[src/rtl/stepper_sequencer_if.sv]
// Command channel between the host register file and one stepper_sequencer.
// The host side drives the motion command; the sequencer answers with ready.
interface stepper_sequencer_if #(
    parameter int DIV_W   = 16,
    parameter int STEPS_W = 10
);
    logic               cmd_valid;
    logic               cmd_ready;
    logic               cmd_dir;
    logic               cmd_half;
    logic [STEPS_W-1:0] cmd_steps;
    logic [DIV_W-1:0]   cmd_period;

    modport master (
        output cmd_valid, cmd_dir, cmd_half, cmd_steps, cmd_period,
        input  cmd_ready
    );

    modport slave (
        input  cmd_valid, cmd_dir, cmd_half, cmd_steps, cmd_period,
        output cmd_ready
    );
endinterface

[src/rtl/stepper_sequencer.sv]
// Stepper motor sequencer: times steps from a host motion command, walks the
// 8-entry phase table, tracks signed position and releases coils after an idle hold.
module stepper_sequencer #(
    parameter int          DIV_W       = 16,
    parameter int          STEPS_W     = 10,
    parameter int          POS_W       = 16,
    parameter int unsigned HOLD_CYCLES = 1000000
) (
    input  logic                 CLK,
    input  logic                 RST_N,
    stepper_sequencer_if.slave   cmd,
    input  logic                 abort,
    output logic [3:0]           phase,
    output logic                 busy,
    output logic                 done,
    output logic [POS_W-1:0]     pos
);

    localparam int HOLD_W = (HOLD_CYCLES > 1) ? $clog2(HOLD_CYCLES) : 1;
    localparam logic [HOLD_W-1:0] HOLD_LAST =
        HOLD_W'((HOLD_CYCLES == 0) ? 0 : HOLD_CYCLES - 1);

    typedef enum logic {
        S_IDLE,
        S_WAIT
    } state_t;

    state_t             state_q, state_d;
    logic [2:0]         idx_q, idx_d;
    logic               energized_q, energized_d;
    logic               done_q, done_d;
    logic [POS_W-1:0]   pos_q, pos_d;
    logic               dir_q, dir_d;
    logic               half_q, half_d;
    logic [STEPS_W-1:0] remaining_q, remaining_d;
    logic [DIV_W-1:0]   period_q, period_d;
    logic [DIV_W-1:0]   cnt_q, cnt_d;
    logic [HOLD_W-1:0]  hold_q, hold_d;

    logic               accept;
    logic [DIV_W-1:0]   period_eff;
    logic [2:0]         idx_step;
    logic [POS_W-1:0]   pos_step;

    always_comb begin
        accept     = cmd.cmd_valid && (state_q == S_IDLE);
        period_eff = (cmd.cmd_period == '0) ? DIV_W'(1) : cmd.cmd_period;
        idx_step   = half_q ? 3'd1 : 3'd2;
        pos_step   = half_q ? POS_W'(1) : POS_W'(2);

        state_d     = state_q;
        idx_d       = idx_q;
        energized_d = energized_q;
        done_d      = 1'b0;
        pos_d       = pos_q;
        dir_d       = dir_q;
        half_d      = half_q;
        remaining_d = remaining_q;
        period_d    = period_q;
        cnt_d       = cnt_q;
        hold_d      = hold_q;

        case (state_q)
            S_IDLE: begin
                if (accept) begin
                    hold_d = '0;
                    if (cmd.cmd_steps != '0) begin
                        dir_d       = cmd.cmd_dir;
                        half_d      = cmd.cmd_half;
                        remaining_d = cmd.cmd_steps;
                        period_d    = period_eff;
                        cnt_d       = period_eff;
                        energized_d = 1'b1;
                        // Full-step only visits the odd, two-coil table entries.
                        if (!cmd.cmd_half) begin
                            idx_d = idx_q | 3'd1;
                        end
                        state_d = S_WAIT;
                    end else begin
                        done_d = 1'b1;
                    end
                end else if (energized_q && (HOLD_CYCLES != 0)) begin
                    if (hold_q == HOLD_LAST) begin
                        energized_d = 1'b0;
                        hold_d      = '0;
                    end else begin
                        hold_d = hold_q + HOLD_W'(1);
                    end
                end
            end
            S_WAIT: begin
                // abort takes priority over a step falling on the same edge.
                if (abort) begin
                    state_d = S_IDLE;
                    done_d  = 1'b1;
                end else if (cnt_q == DIV_W'(1)) begin
                    idx_d       = dir_q ? (idx_q + idx_step) : (idx_q - idx_step);
                    pos_d       = dir_q ? (pos_q + pos_step) : (pos_q - pos_step);
                    remaining_d = remaining_q - STEPS_W'(1);
                    hold_d      = '0;
                    if (remaining_q == STEPS_W'(1)) begin
                        state_d = S_IDLE;
                        done_d  = 1'b1;
                    end else begin
                        cnt_d = period_q;
                    end
                end else begin
                    cnt_d = cnt_q - DIV_W'(1);
                end
            end
            default: state_d = S_IDLE;
        endcase
    end

    always_ff @(posedge CLK or negedge RST_N) begin
        if (!RST_N) begin
            state_q     <= S_IDLE;
            idx_q       <= '0;
            energized_q <= 1'b0;
            done_q      <= 1'b0;
            pos_q       <= '0;
            dir_q       <= 1'b0;
            half_q      <= 1'b0;
            remaining_q <= '0;
            period_q    <= '0;
            cnt_q       <= '0;
            hold_q      <= '0;
        end else begin
            state_q     <= state_d;
            idx_q       <= idx_d;
            energized_q <= energized_d;
            done_q      <= done_d;
            pos_q       <= pos_d;
            dir_q       <= dir_d;
            half_q      <= half_d;
            remaining_q <= remaining_d;
            period_q    <= period_d;
            cnt_q       <= cnt_d;
            hold_q      <= hold_d;
        end
    end

    always_comb begin
        phase = 4'b0000;
        if (energized_q) begin
            case (idx_q)
                3'd0: phase = 4'b0001;
                3'd1: phase = 4'b0011;
                3'd2: phase = 4'b0010;
                3'd3: phase = 4'b0110;
                3'd4: phase = 4'b0100;
                3'd5: phase = 4'b1100;
                3'd6: phase = 4'b1000;
                3'd7: phase = 4'b1001;
                default: phase = 4'b0000;
            endcase
        end
    end

    assign cmd.cmd_ready = (state_q == S_IDLE);
    assign busy          = (state_q != S_IDLE);
    assign done          = done_q;
    assign pos           = pos_q;

endmodule

[src/flat_wrapper.sv]
// flat-port wrapper written by rule: the top's interface ports become plain ports
module stepper_sequencer_flat 
#(
    parameter int          DIV_W       = 16,
    parameter int          STEPS_W     = 10,
    parameter int          POS_W       = 16,
    parameter int unsigned HOLD_CYCLES = 1000000
)
  (CLK, RST_N, abort, phase, busy, done, pos, cmd_cmd_valid, cmd_cmd_dir, cmd_cmd_half, cmd_cmd_steps, cmd_cmd_period, cmd_cmd_ready);
  stepper_sequencer_if #(.DIV_W(DIV_W), .STEPS_W(STEPS_W)) cmd_i ();
  input  logic CLK;
  input  logic RST_N;
  input  logic abort;
  output logic [3:0] phase;
  output logic busy;
  output logic done;
  output logic [POS_W-1:0] pos;
  input wire logic [$bits(cmd_i.cmd_valid)-1:0] cmd_cmd_valid;
  input wire logic [$bits(cmd_i.cmd_dir)-1:0] cmd_cmd_dir;
  input wire logic [$bits(cmd_i.cmd_half)-1:0] cmd_cmd_half;
  input wire logic [$bits(cmd_i.cmd_steps)-1:0] cmd_cmd_steps;
  input wire logic [$bits(cmd_i.cmd_period)-1:0] cmd_cmd_period;
  output wire logic [$bits(cmd_i.cmd_ready)-1:0] cmd_cmd_ready;
  assign cmd_i.cmd_valid = cmd_cmd_valid;
  assign cmd_i.cmd_dir = cmd_cmd_dir;
  assign cmd_i.cmd_half = cmd_cmd_half;
  assign cmd_i.cmd_steps = cmd_cmd_steps;
  assign cmd_i.cmd_period = cmd_cmd_period;
  assign cmd_cmd_ready = cmd_i.cmd_ready;
  stepper_sequencer #(.DIV_W(DIV_W), .STEPS_W(STEPS_W), .POS_W(POS_W), .HOLD_CYCLES(HOLD_CYCLES)) u_core (.CLK(CLK), .RST_N(RST_N), .cmd(cmd_i), .abort(abort), .phase(phase), .busy(busy), .done(done), .pos(pos));
endmodule
[config.mk]
export PLATFORM = sky130hd
export DESIGN_NAME = stepper_sequencer_flat
export DESIGN_NICKNAME = d
export VERILOG_FILES = /design/src/rtl/stepper_sequencer_if.sv /design/src/rtl/stepper_sequencer.sv /design/src/flat_wrapper.sv
export SDC_FILE = /design/constraint.sdc
export NUM_CORES = 1
export LEC_CHECK = 0
export ABC_AREA = 1
export BUFFER_PORTS_ARGS = -buffer_cell sky130_fd_sc_hd__buf_2
export CAP_MARGIN = 20
export CORE_ASPECT_RATIO = 0.8
export CORE_MARGIN = 2
export CORE_UTILIZATION = 55
export DETAILED_ROUTE_END_ITERATION = 7
export GPL_TIMING_DRIVEN = 0
export HOLD_SLACK_MARGIN = 0.02
export PLACE_DENSITY = 0.78
export SLEW_MARGIN = 40
export SYNTH_ARGS = -nofsm -noshare
export SYNTH_HDL_FRONTEND = slang
export SYNTH_SLANG_ARGS = --single-unit
[constraint.sdc]
create_clock -name CLK -period 1.85 [get_ports CLK]
set_input_delay 0.0925 -clock CLK [delete_from_list [all_inputs] [get_ports CLK]]
set_output_delay 0.0925 -clock CLK [all_outputs]
set_load 0.05 [all_outputs]
=== Word-level counts from Yosys, hierarchy flattened ===
Memories as Yosys holds them, arrays and structs flattened.
Index checks and enable logic that the tools add are counted.

* Div/mod/pow operators: 0
* Muxes and demuxes: 45
* Add/subtract/negate cells: 7
* Magnitude comparators: 0
* Reduce and logical (&&, ||, !) cells: 11
* Eq/ne operators: 11
* $mul: 0
* Bitwise gates (word level): 2
* Shift operators: 0

{| class="wikitable"
|+ Operators by type and width
! operator !! count
|-
| $mux W16 || 7
|-
| $mux W20 || 5
|-
| $mux W10 || 4
|-
| $pmux W20 S2 || 1
|-
| $pmux W16 S2 || 1
|-
| $add A20 B1 Y20 const B || 1
|-
| $eq A20 B20 Y1 const B || 1
|-
| $pmux W10 S2 || 1
|-
| $add A16 B16 Y16 || 1
|-
| $eq A16 B1 Y1 const B || 1
|-
| $logic_not A16 Y1 || 1
|-
| $sub A16 B1 Y16 const B || 1
|-
| $sub A16 B16 Y16 || 1
|-
| $mux W1 || 15
|-
| $mux W3 || 5
|-
| $reduce_and A3 Y1 || 4
|-
| $eq A10 B1 Y1 const B || 1
|-
| $reduce_bool A10 Y1 || 1
|-
| $sub A10 B1 Y10 const B || 1
|-
| $ne A2 B2 Y1 const B || 4
|-
| $reduce_and A4 Y1 || 2
|-
| $pmux W3 S2 || 1
|-
| $reduce_and A5 Y1 || 1
|-
| $mux W2 || 2
|-
| other kinds (10) || 13
|}

* Input bits: 32
* Flip-flop bits (word level): 86
* RAM bits: 0
* Memory bits (read-only): 32
* Memories kept: 1
* Latch bits: 0

{| class="wikitable"
|+ Memories
! name !! words !! bits a word !! rd ports !! clocked after memory_dff !! write ports !! line !! RTL
|-
| (name not given) || 8 || 4 || 1 || 0 || 0 || stepper_sequencer.sv:146 || <nowiki>case (idx_q)</nowiki>
|}

=== Depth between registers and ports, before layout ===
Gate-level depths: netlist (run 1).

* Word-level depth: 6
* Mapped depth: 12
* Mapped depth without buffers: 12

=== Worst setup path after synthesis (run 1) ===
No wires, ideal clock.

* Kind: register to register
* Start: register u_core.pos_q[0], in the netlist u_core.pos[0]
* End: register u_core.pos_q[14], in the netlist u_core.pos[14]
* Setup slack: -334 ps
* Buffers on the path: 0
* Data arrival time: 2,066 ps
* Cell stages (with the launch flop): 12
* Data required time: 1,732 ps
* Cells stage by stage: dfrtp_1 > ha_1 > inv_1 > fa_1 > o21ai_0 > nand2_1 > nand2_1 > nand2_1 > nand2_1 > nand2_1 > nand3_1 > nand2_1

* Cells in the longest elaborated chain, start to end: 2
* Elaborated cells between the ends (all ways): 3

{| class="wikitable"
|+ RTL lines
! item !! line !! RTL
|-
| start: declaration || stepper_sequencer.sv:32 || <nowiki>logic [POS_W-1:0] pos_q, pos_d;</nowiki>
|-
| start signal: assignment || stepper_sequencer.sv:133 || <nowiki>pos_q <= pos_d;</nowiki>
|-
| $sub A16 B16 Y16 / $add A16 B16 Y16 (equally long branches) || stepper_sequencer.sv:98 || <nowiki>pos_d = dir_q ? (pos_q + pos_step) : (pos_q - pos_step);</nowiki>
|-
| $mux W16 * || stepper_sequencer.sv:98 ||
|}

Mark *: on every way between the ends. The rest lies on a longest branch, timed or not.
A chain may end at the register's enable or synchronous reset.

=== Worst setup path in the final report (run 1) ===
* Start: register u_core.dir_q
* End: register u_core.pos_q[11], in the netlist u_core.pos[11]

* Cells in the longest elaborated chain, start to end: 1

{| class="wikitable"
|+ RTL lines
! item !! line !! RTL
|-
| start: declaration || stepper_sequencer.sv:33 || <nowiki>logic dir_q, dir_d;</nowiki>
|-
| start signal: assignment || stepper_sequencer.sv:134 || <nowiki>dir_q <= dir_d;</nowiki>
|-
| $mux W16 || stepper_sequencer.sv:98 ||
|}

Every way passes these cells.

==> results.toml, run 1 <==
[run_status]
outcome = "finished with violations"
violations = "negative setup slack"

[sta]
hold_viol = 0
rsz0062_at_grt = "true"
fin_crit_sh = 1.13
slew_headroom = 0.586
worst_slew_pin_slew_ns = 0.622
timing.fmax_ghz = 0.479
setup_viol = 10
layout_setup_ws_ns = -0.240
slew_violations = 0
clock_skew_ns = 0.00683
period_minus_slack_ns = 2.09

[clocking]
clock_path_buffers = 2
clock-sinks = 86
clk_pin_slew_ns = 0.07
clock-root-buffer = "clkbuf_16"
cts_tree = "built"
clock_latency_ns = 0.35
numCtsBuffers = 9
h-tree-depth = 3

[routing]
dr.pass1.iters = 6
totalWireLength_um = 17900
dr_total_vias = 6432
vias_per_cell = 5.63
ant_nets = 0
drtIter0Drc = 659
drc = 0
drt-wirelength-per-cell_um = 15.6

[floorplan]
io_pins = 55
dieArea_um2 = 11900
start_util = 0.563
core_um2 = 10800
die_height_um = 98.0
die_w_um = 122
placementRows = 34

[worst_setup_path]
critPathMaxFanout = 7
crit_type = "register to register"
worst_setup_path_start_kind = "register"
worstPathRequired_ns = 2.09
end_kind = "register"
worstPathArrival_ns = 2.33

[final_layout]
finalNetCount = 1048
utilization = 0.703
drive_above_1_share = 0.210
final_area_um2 = 7590
antennaDiodeCount = 0
areaGrowthSynthToFinish_pct = 24.9

[placed_design]
io_buffer_count = 54
gp_congestion = 0.962
hpwlAfterDp_um = 11600
post-place-ws_ns = -0.409
placed_cell_area_um2 = 6590

[grt]
grt_pass1_wl_um = 28300
grt_use_total = 0.295
grt_max_degree = 53
grt_pass1_vias = 5827
antenna_found_initial = 0
grt_overflow = 0

[power_and_ir_drop]
p_leak_nw = 3.70
p_per_area_nw_per_um2 = 1100
vdd_drop_max_v = 0.000532

[run]
cap_violations = 0

[logic_synthesis]
syn_avg_cell_area_um2 = 6.81
syn_nets = 948
synthCells = 893
ys_warn_count = 0
ys_ff_latch = 86
netlist_area_um2 = 6080
synth.distinct_cells = 44
ys_seq_area_frac = 0.354
async_flop_share = 1.00
synth-main-ff-cell = "dfrtp_1"
synth_edf_count = 0

[hold_path]
hold_class = "primary input to register"
## path summary, 6_finish.rpt
check / from / end / slack, ns / depth (start not counted)
setup / recovery: u_core.dir_q / u_core.pos[11] / -0.24 / 13
hold / removal: cmd_cmd_period[0] / u_core.period_q[0] / 0.03 / 3
setup reg to reg: u_core.dir_q / u_core.pos[11] / -0.24 / 13
hold reg to reg: u_core.period_q[3] / u_core.period_q[3] / 0.47 / 2
max in group asynchronous: RST_N / u_core.pos[1] / 1.04 / 3
min in group asynchronous: RST_N / u_core.remaining_q[4] / 0.20 / 2
## worst max-delay path, cell delays in order (launching register included)
cell	delay, ns
dfrtp_2	0.43
clkinvlp_4	0.14
buf_12	0.16
ha_4	0.28
buf_4	0.12
nand2_1	0.07
nor2_1	0.15
nand2_1	0.13
nand3_4	0.11
nand2_1	0.09
nand2_1	0.08
nand2_1	0.08
nand3_1	0.08
nand2_1	0.05
## power breakdown
group	total [mW]	switching [mW]	internal, mW
Sequential	2.74	0.472	2.27
Combinational	3.65	2.30	1.35
Clock	1.99	0.793	1.20
## cells in the final DEF, fill, tap and decap left out, types with 7 or more instances in the layout
cell           instances
nand4_1               23
nor2_1                89
dfrtp_1               79
xor2_1                10
clkbuf_16              9
dlygate4sd3_1         12
a21oi_1               12
nor2_4                11
inv_1                 66
buf_4                 19
buf_2                 58
nor2_2                 9
buf_6                  8
nand2_2               13
ha_4                  11
o21ai_0               40
nor3_1                 9
ha_1                   7
o21ai_1               16
nand2_1              299
inv_2                  8
nand3b_1               8
dfrtp_2                7
nand3_1               76
## synth_stat cells, types with 12 or more instances
cell type	n	area, µm²
ha_1	21	263
o21ai_0	45	225
a21oi_1	20	100
inv_1	68	255
o21ai_1	13	65.1
nand4_1	23	144
nor2_1	96	360
nand2_1	312	1170
nor3_1	12	60.1
dfrtp_1	86	2150
nand3_1	79	395
## registers in the layout, indices dropped and copies added (netlist names)
register and count:
u_core.idx_q 3, u_core.period_q 16, u_core.pos 16, u_core.cnt_q 16, u_core.half_q 1, u_core.done 1, u_core.energized_q 1, u_core.remaining_q 10
u_core.dir_q 1, u_core.busy 1, u_core.hold_q 20
## metrics by stage
stage               instances  hold WS [ns]  power (mW)   TNS, ns
floorplan                 893        -0.203        4.94  -0.00570
global placement         1091         0.329        5.60    -15.03
detailed placement       1092        0.0133        5.68     -5.67
CTS                      1128        0.0275        7.94    -0.153
global route             1142        0.0447        8.91     -2.32
finish                   1142        0.0320        8.39     -1.20
## kinds of logic (layout without fill, tap and decap cells)
kind of cell,Yosys count,count (layout),synth area share
compound gates,96,96,0.0850
simple gates,573,574,0.420
buf+inv,99,203,0.0687
flops,86,86,0.354
xor+xnor,16,16,0.0230
fa+ha+maj,23,23,0.0498
## final cells by class
cell class                      instances  area [µm²]
Buffer                                 23         141
Clock buffer                           14         284
Clock inverter                          2        37.5
Fill cell                             864        3210
Inverter                               76         290
Multi-Input combinational cell        709        3890
Sequential cell                        86        2160
Tap cell                              144         180
Timing Repair Buffer                   88         608
## routing by layer
layer / vias up / part of all wire / track usage
met4: 0 / 0.023 / 0.0840
met5: - / 0 / 0
met2: 306 / 0.45 / 0.453
li1: 3108 / - / -
met3: 43 / 0.080 / 0.0555
met1: 2975 / 0.45 / 0.428
## repair_timing
action,CTS,global route
gates resized for setup,40,54
endpoints found under the hold margin,97,0
pin swaps,7,13
endpoints found under the setup margin,29,73
hold buffers,12,0
gates cloned,1,0
setup buffers,7,14
No activity file was read; power rests on OpenSTA's default activity.
==> inputs of run 2 (changes only) <==
==> constraint.sdc (replaced) <==
create_clock -name CLK -period 1.8 [get_ports CLK]
set_input_delay 0.09 -clock CLK [delete_from_list [all_inputs] [get_ports CLK]]
set_output_delay 0.09 -clock CLK [all_outputs]
set_load 0.05 [all_outputs]
==> results.toml, run 2 (synthesis results as in run 1) <==
[grt]
grt_use_total = 0.297
grt_max_degree = 46
grt_pass1_wl_um = 28600
grt_pass1_vias = 5933
antenna_found_initial = 0
grt_overflow = 0

[placed_design]
gp_congestion = 0.950
hpwlAfterDp_um = 11900
post-place-ws_ns = -0.304
placed_cell_area_um2 = 6590
dp_cells = 1092
io_buffer_count = 54

[final_layout]
final_area_um2 = 7720
final_common_cell = "nand2_1"
fillCellCount = 836
antennaDiodeCount = 0
final_cell_mix = "nand2_1, nor2_1, nand3_1"
finalNetCount = 1058
drive_above_1_share = 0.231
final_cells = 1152
areaGrowthSynthToFinish_pct = 26.9
largest_reg_flops = 20
largest-register = "u_core.hold_q"

[worst_setup_path]
critPathSlowestCell = "dfrtp_2"
cpMostUsedCell = "nand2_1"
slowest_delay_ns = 0.46
worst_setup_path_start_kind = "register"
critPathBufInv = 2
cp_cell_sequence = "clkinv_8 > buf_12 > ha_4 > nand2_1 > nor2_1 > nand2_1 > nand3_4 > nand2_1 > nand2_1 > nand2_1 > nand3_1 > nand2_1"
crit_type = "register to register"
cpLargestDelayFamily = "simple AND/OR/NAND/NOR gates"
worstPathArrival_ns = 2.17
end_kind = "register"
worstPathRequired_ns = 2.04
critPathMaxFanout = 8

[power_and_ir_drop]
internal-power_mw = 4.92
comb_power_share = 0.452
seqPwrFrac = 0.326
swShare = 0.434
power_frac_clock = 0.222
p_per_area_nw_per_um2 = 1130
p_leak_nw = 3.76
vdd_drop_max_v = 0.000631
p_sw_mw = 3.78
totalPowerFinal_mw = 8.70

[run_status]
violations = "negative setup slack"
outcome = "finished with violations"

[clocking]
clk_pin_slew_ns = 0.07
clock-sinks = 86
clock_path_buffers = 2
clock_latency_ns = 0.34
clock-root-buffer = "clkbuf_16"
numCtsBuffers = 9
cts_tree = "built"
h-tree-depth = 3

[sta]
timing.fmax_ghz = 0.519
setup-tns-final_ns = -0.584
hold_viol = 0
layout_setup_ws_ns = -0.126
fin_crit_sh = 1.07
period_minus_slack_ns = 1.93
setup_viol = 8
slew_violations = 0
slew_headroom = 0.614
rsz0062_at_grt = "true"
clock_skew_ns = 0.00410
worst_slew_pin_slew_ns = 0.580

[routing]
dr.pass1.iters = 5
ant_nets = 0
drt-wirelength-per-cell_um = 16.1
drc = 0
totalWireLength_um = 18600
vias_per_cell = 5.72
drtIter0Drc = 631
dr_total_vias = 6592

[floorplan]
start_util = 0.563
io_pins = 55
placementRows = 34
core_um2 = 10800
die_height_um = 98.0
dieArea_um2 = 11900
die_w_um = 122

[run]
cap_violations = 0

[hold_path]
hold_class = "primary input to register"
## run 2: changes by cell type in the layout (fill, tap and decap cells not counted), sizes merged
cell         delta
buf            +10
clkbuf          -3
clkinv          +3
dlygate4sd3     +1
nand3           -1
## run 2: worst register-to-register path, stage by stage (launching register included)
cell and delay (ns):
dfrtp_2 0.46, clkinv_8 0.13, buf_12 0.18, ha_4 0.31, nand2_1 0.07, nor2_1 0.11, nand2_1 0.10, nand3_4 0.11
nand2_1 0.09, nand2_1 0.10, nand2_1 0.06, nand3_1 0.07, nand2_1 0.05
## run 2: per-layer routing
| metal | vias up | GRT usage | part of all wire |
|---|---|---|---|
| met1 | 3104 | 0.429 | 0.44 |
| met5 | - | 0 | 0 |
| met3 | 32 | 0.0496 | 0.078 |
| li1 | 3126 | - | - |
| met2 | 330 | 0.471 | 0.46 |
| met4 | 0 | 0.0690 | 0.016 |
## run 2: layout make-up
| class | instances | area, µm² | share of cell area |
|---|---|---|---|
| multi-input combinational | 708 | 3940 | 0.511 |
| inverter | 76 | 299 | 0.0387 |
| clock buffer | 11 | 243 | 0.0314 |
| buffer | 23 | 146 | 0.0190 |
| tap | 144 | 180 | 0.0233 |
| timing repair buffer | 99 | 682 | 0.0883 |
| clock inverter | 5 | 58.8 | 0.00762 |
| sequential | 86 | 2170 | 0.281 |
## run 2: what timing repair did
item | in CTS | in global routing
gates resized for setup | 27 | 87
gates cloned | 0 | 0
setup endpoints to repair | 55 | 79
endpoints found under the hold margin | 53 | 0
pin swaps | 6 | 24
setup buffers | 9 | 22
hold buffers | 13 | 0
## run 2: final timing paths
kind / endpoint / cells past startpoint / start / slack [ns]
setup / recovery: u_core.pos[11] / 12 / u_core.dir_q / -0.13
hold / removal: u_core.half_q / 3 / cmd_cmd_half / 0.02
setup reg to reg: u_core.pos[11] / 12 / u_core.dir_q / -0.13
hold reg to reg: u_core.period_q[3] / 2 / u_core.period_q[3] / 0.48
max in group asynchronous: u_core.pos[1] / 3 / RST_N / 0.96
min in group asynchronous: u_core.remaining_q[0] / 2 / RST_N / 0.25
## run 2: per-stage QoR
stage          hold WS [ns]  utilization
2_1_floorplan        -0.206            -
3_3_place_gp          0.327        0.607
3_5_place_dp         0.0453        0.610
4_1_cts              0.0209        0.665
5_1_grt              0.0269        0.714
6_report             0.0223        0.714
## run 2: power groups by stage
stage	Clock [mW]	Sequential, mW	Combinational [mW]
final	1.94	2.83	3.93
after global routing	2.03	2.88	4.32
after CTS	1.95	2.77	3.21
after detailed placement	0	2.78	3.07
after global placement	0	2.77	3.00
after floorplan	0	2.83	2.25
==> inputs of run 3 (changes only) <==
--- a/config.mk
+++ b/config.mk
@@ -5,16 +5,16 @@
 export SDC_FILE = /design/constraint.sdc
 export NUM_CORES = 1
 export LEC_CHECK = 0
-export ABC_AREA = 1
 export BUFFER_PORTS_ARGS = -buffer_cell sky130_fd_sc_hd__buf_2
 export CAP_MARGIN = 20
 export CORE_ASPECT_RATIO = 0.8
 export CORE_MARGIN = 2
-export CORE_UTILIZATION = 55
+export CORE_UTILIZATION = 54
 export DETAILED_ROUTE_END_ITERATION = 7
+export GPL_ROUTABILITY_DRIVEN = 1
 export GPL_TIMING_DRIVEN = 0
 export HOLD_SLACK_MARGIN = 0.02
-export PLACE_DENSITY = 0.78
+export PLACE_DENSITY = 0.77
 export SLEW_MARGIN = 40
 export SYNTH_ARGS = -nofsm -noshare
 export SYNTH_HDL_FRONTEND = slang
==> results.toml, run 3 <==
[final_layout]
utilization = 0.746
drive_above_1_share = 0.300
areaGrowthSynthToFinish_pct = 36.1
final_common_cell = "nand2_1"
largest-register = "u_core.hold_q"
final_cell_mix = "nand2_1, dfrtp_1, nor2_1"
final_area_um2 = 7110
final_cells = 872
largest_reg_flops = 20
finalNetCount = 803
antennaDiodeCount = 0

[sta]
slew_violations = 0
period_minus_slack_ns = 2.78
hold_viol = 0
hold_ws_ns = 0.0675
worst_slew_pin_slew_ns = 0.642
rsz0062_at_grt = "true"
fin_crit_sh = 1.54
slew_headroom = 0.568
clock_skew_ns = 0.0114
setup-tns-final_ns = -54.38
setup_viol = 67
timing.fmax_ghz = 0.360
layout_setup_ws_ns = -0.978

[run_status]
outcome = "finished with violations"
violations = "negative setup slack"

[power_and_ir_drop]
totalPowerFinal_mw = 6.83
p_leak_nw = 3.22
p_per_area_nw_per_um2 = 961
vdd_drop_max_v = 0.000693

[floorplan]
io_pins = 55
die_height_um = 92.0
dieArea_um2 = 10500
start_util = 0.548
core_um2 = 9530
placementRows = 32
die_w_um = 114

[run]
cap_violations = 0

[logic_synthesis]
ys_ff_latch = 86
ys_warn_count = 0
yosysTopAreaCellShare = 0.412
synth_largest_area_cell = "dfrtp_1"
async_flop_share = 1.00
synth.distinct_cells = 61
syn_avg_cell_area_um2 = 8.48
ys_seq_area_frac = 0.412
synthCells = 616
synth_commonest_cells = "nand2_1, dfrtp_1, nor2_1"
syn_nets = 671
netlist_area_um2 = 5230
synth-main-ff-cell = "dfrtp_1"
synth_area_leaders = "dfrtp_1, nand2_1, ha_1, nor2_1, o21ai_0"
synth_most_common_cell = "nand2_1"
synth_edf_count = 0

[grt]
grt_max_degree = 46
grt_use_total = 0.294
grt_overflow = 0
antenna_found_initial = 1
grt_pass1_wl_um = 24700
grt_pass1_vias = 5172

[routing]
dr.pass1.iters = 5
drtIter0Drc = 512
drc = 0
vias_per_cell = 6.12
totalWireLength_um = 15900
drt-wirelength-per-cell_um = 18.3
dr_total_vias = 5340
ant_nets = 0

[clocking]
numCtsBuffers = 9
clock-sinks = 86
clock_latency_ns = 0.35
cts_tree = "built"
clock-root-buffer = "clkbuf_16"
clock_path_buffers = 2
clk_pin_slew_ns = 0.07
h-tree-depth = 3

[placed_design]
post-place-ws_ns = -1.02
hpwlAfterDp_um = 9350
placed_cell_area_um2 = 5790
dp_cells = 790
io_buffer_count = 54
gp_congestion = 0.901

[worst_setup_path]
critPathMaxFanout = 10
ff2ff_path_depth = 8
worstPathRequired_ns = 2.02
worstPathArrival_ns = 2.99
worst_setup_path_start_kind = "register"
crit_type = "register to register"
rrSetupSlack_ns = -0.98
end_kind = "register"

[hold_path]
hold_class = "primary input to register"
whs_path_depth = 3
[run 3: worst paths after layout]
path / endpoint / startpoint
min in group asynchronous: u_core.pos[8] / RST_N
worst min-delay path: u_core.remaining_q[8] / cmd_cmd_steps[8]
worst max register to register: u_core.cnt_q[1] / u_core.cnt_q[11]
worst max-delay path: u_core.cnt_q[1] / u_core.cnt_q[11]
worst min register to register: u_core.pos[15] / u_core.pos[15]
max in group asynchronous: u_core.cnt_q[10] / RST_N
[run 3: area by class of cell]
type / count / area, µm²
clock inverters: 5 / 60.1
repair buffers: 123 / 926
fillers: 653 / 2420
plain buffers: 25 / 226
well taps: 119 / 149
flip-flops and latches: 86 / 2160
inverters: 15 / 63.8
clock buffers: 11 / 243
multi-input cells: 488 / 3280
[run 3: metal layers]
layer / part of all wire / up-vias / GRT usage
li1: - / 2454 / -
met3: 0.079 / 79 / 0.0747
met1: 0.40 / 2528 / 0.378
met4: 0.038 / 0 / 0.137
met2: 0.48 / 279 / 0.466
met5: 0 / - / 0
[run 3: cell families (layout without fill, tap and decap cells)]
logic type,Yosys count,after routing,share of synthesized area
compound gates,148,148,0.172
simple gates,277,277,0.256
xor+xnor,34,34,0.0570
buf+inv,42,179,0.0330
fa+ha+maj,23,23,0.0580
flops,86,86,0.412
mux,6,6,0.0120
[run 3: worst max-delay path, cell delays in order, from the launching register on]
cell	delay, ns
dfrtp_2	0.45
or4_4	0.51
or4_4	0.61
buf_6	0.15
nor4b_4	0.35
o21ai_4	0.16
buf_8	0.18
o211ai_1	0.11
o21ai_1	0.13
[run 3: repair_timing]
item,4_1_cts,5_1_grt
setup buffers,33,12
hold endpoints to repair,58,0
hold buffers,18,0
endpoints found under the setup margin,86,83
pin swaps,15,25
cloned,3,2
resized for setup,64,60
[run 3: where the power goes]
group | switching [mW] | total (mW) | internal (mW)
logic | 1.24 | 2.32 | 1.08
clock network | 0.809 | 1.93 | 1.12
registers | 0.346 | 2.59 | 2.24
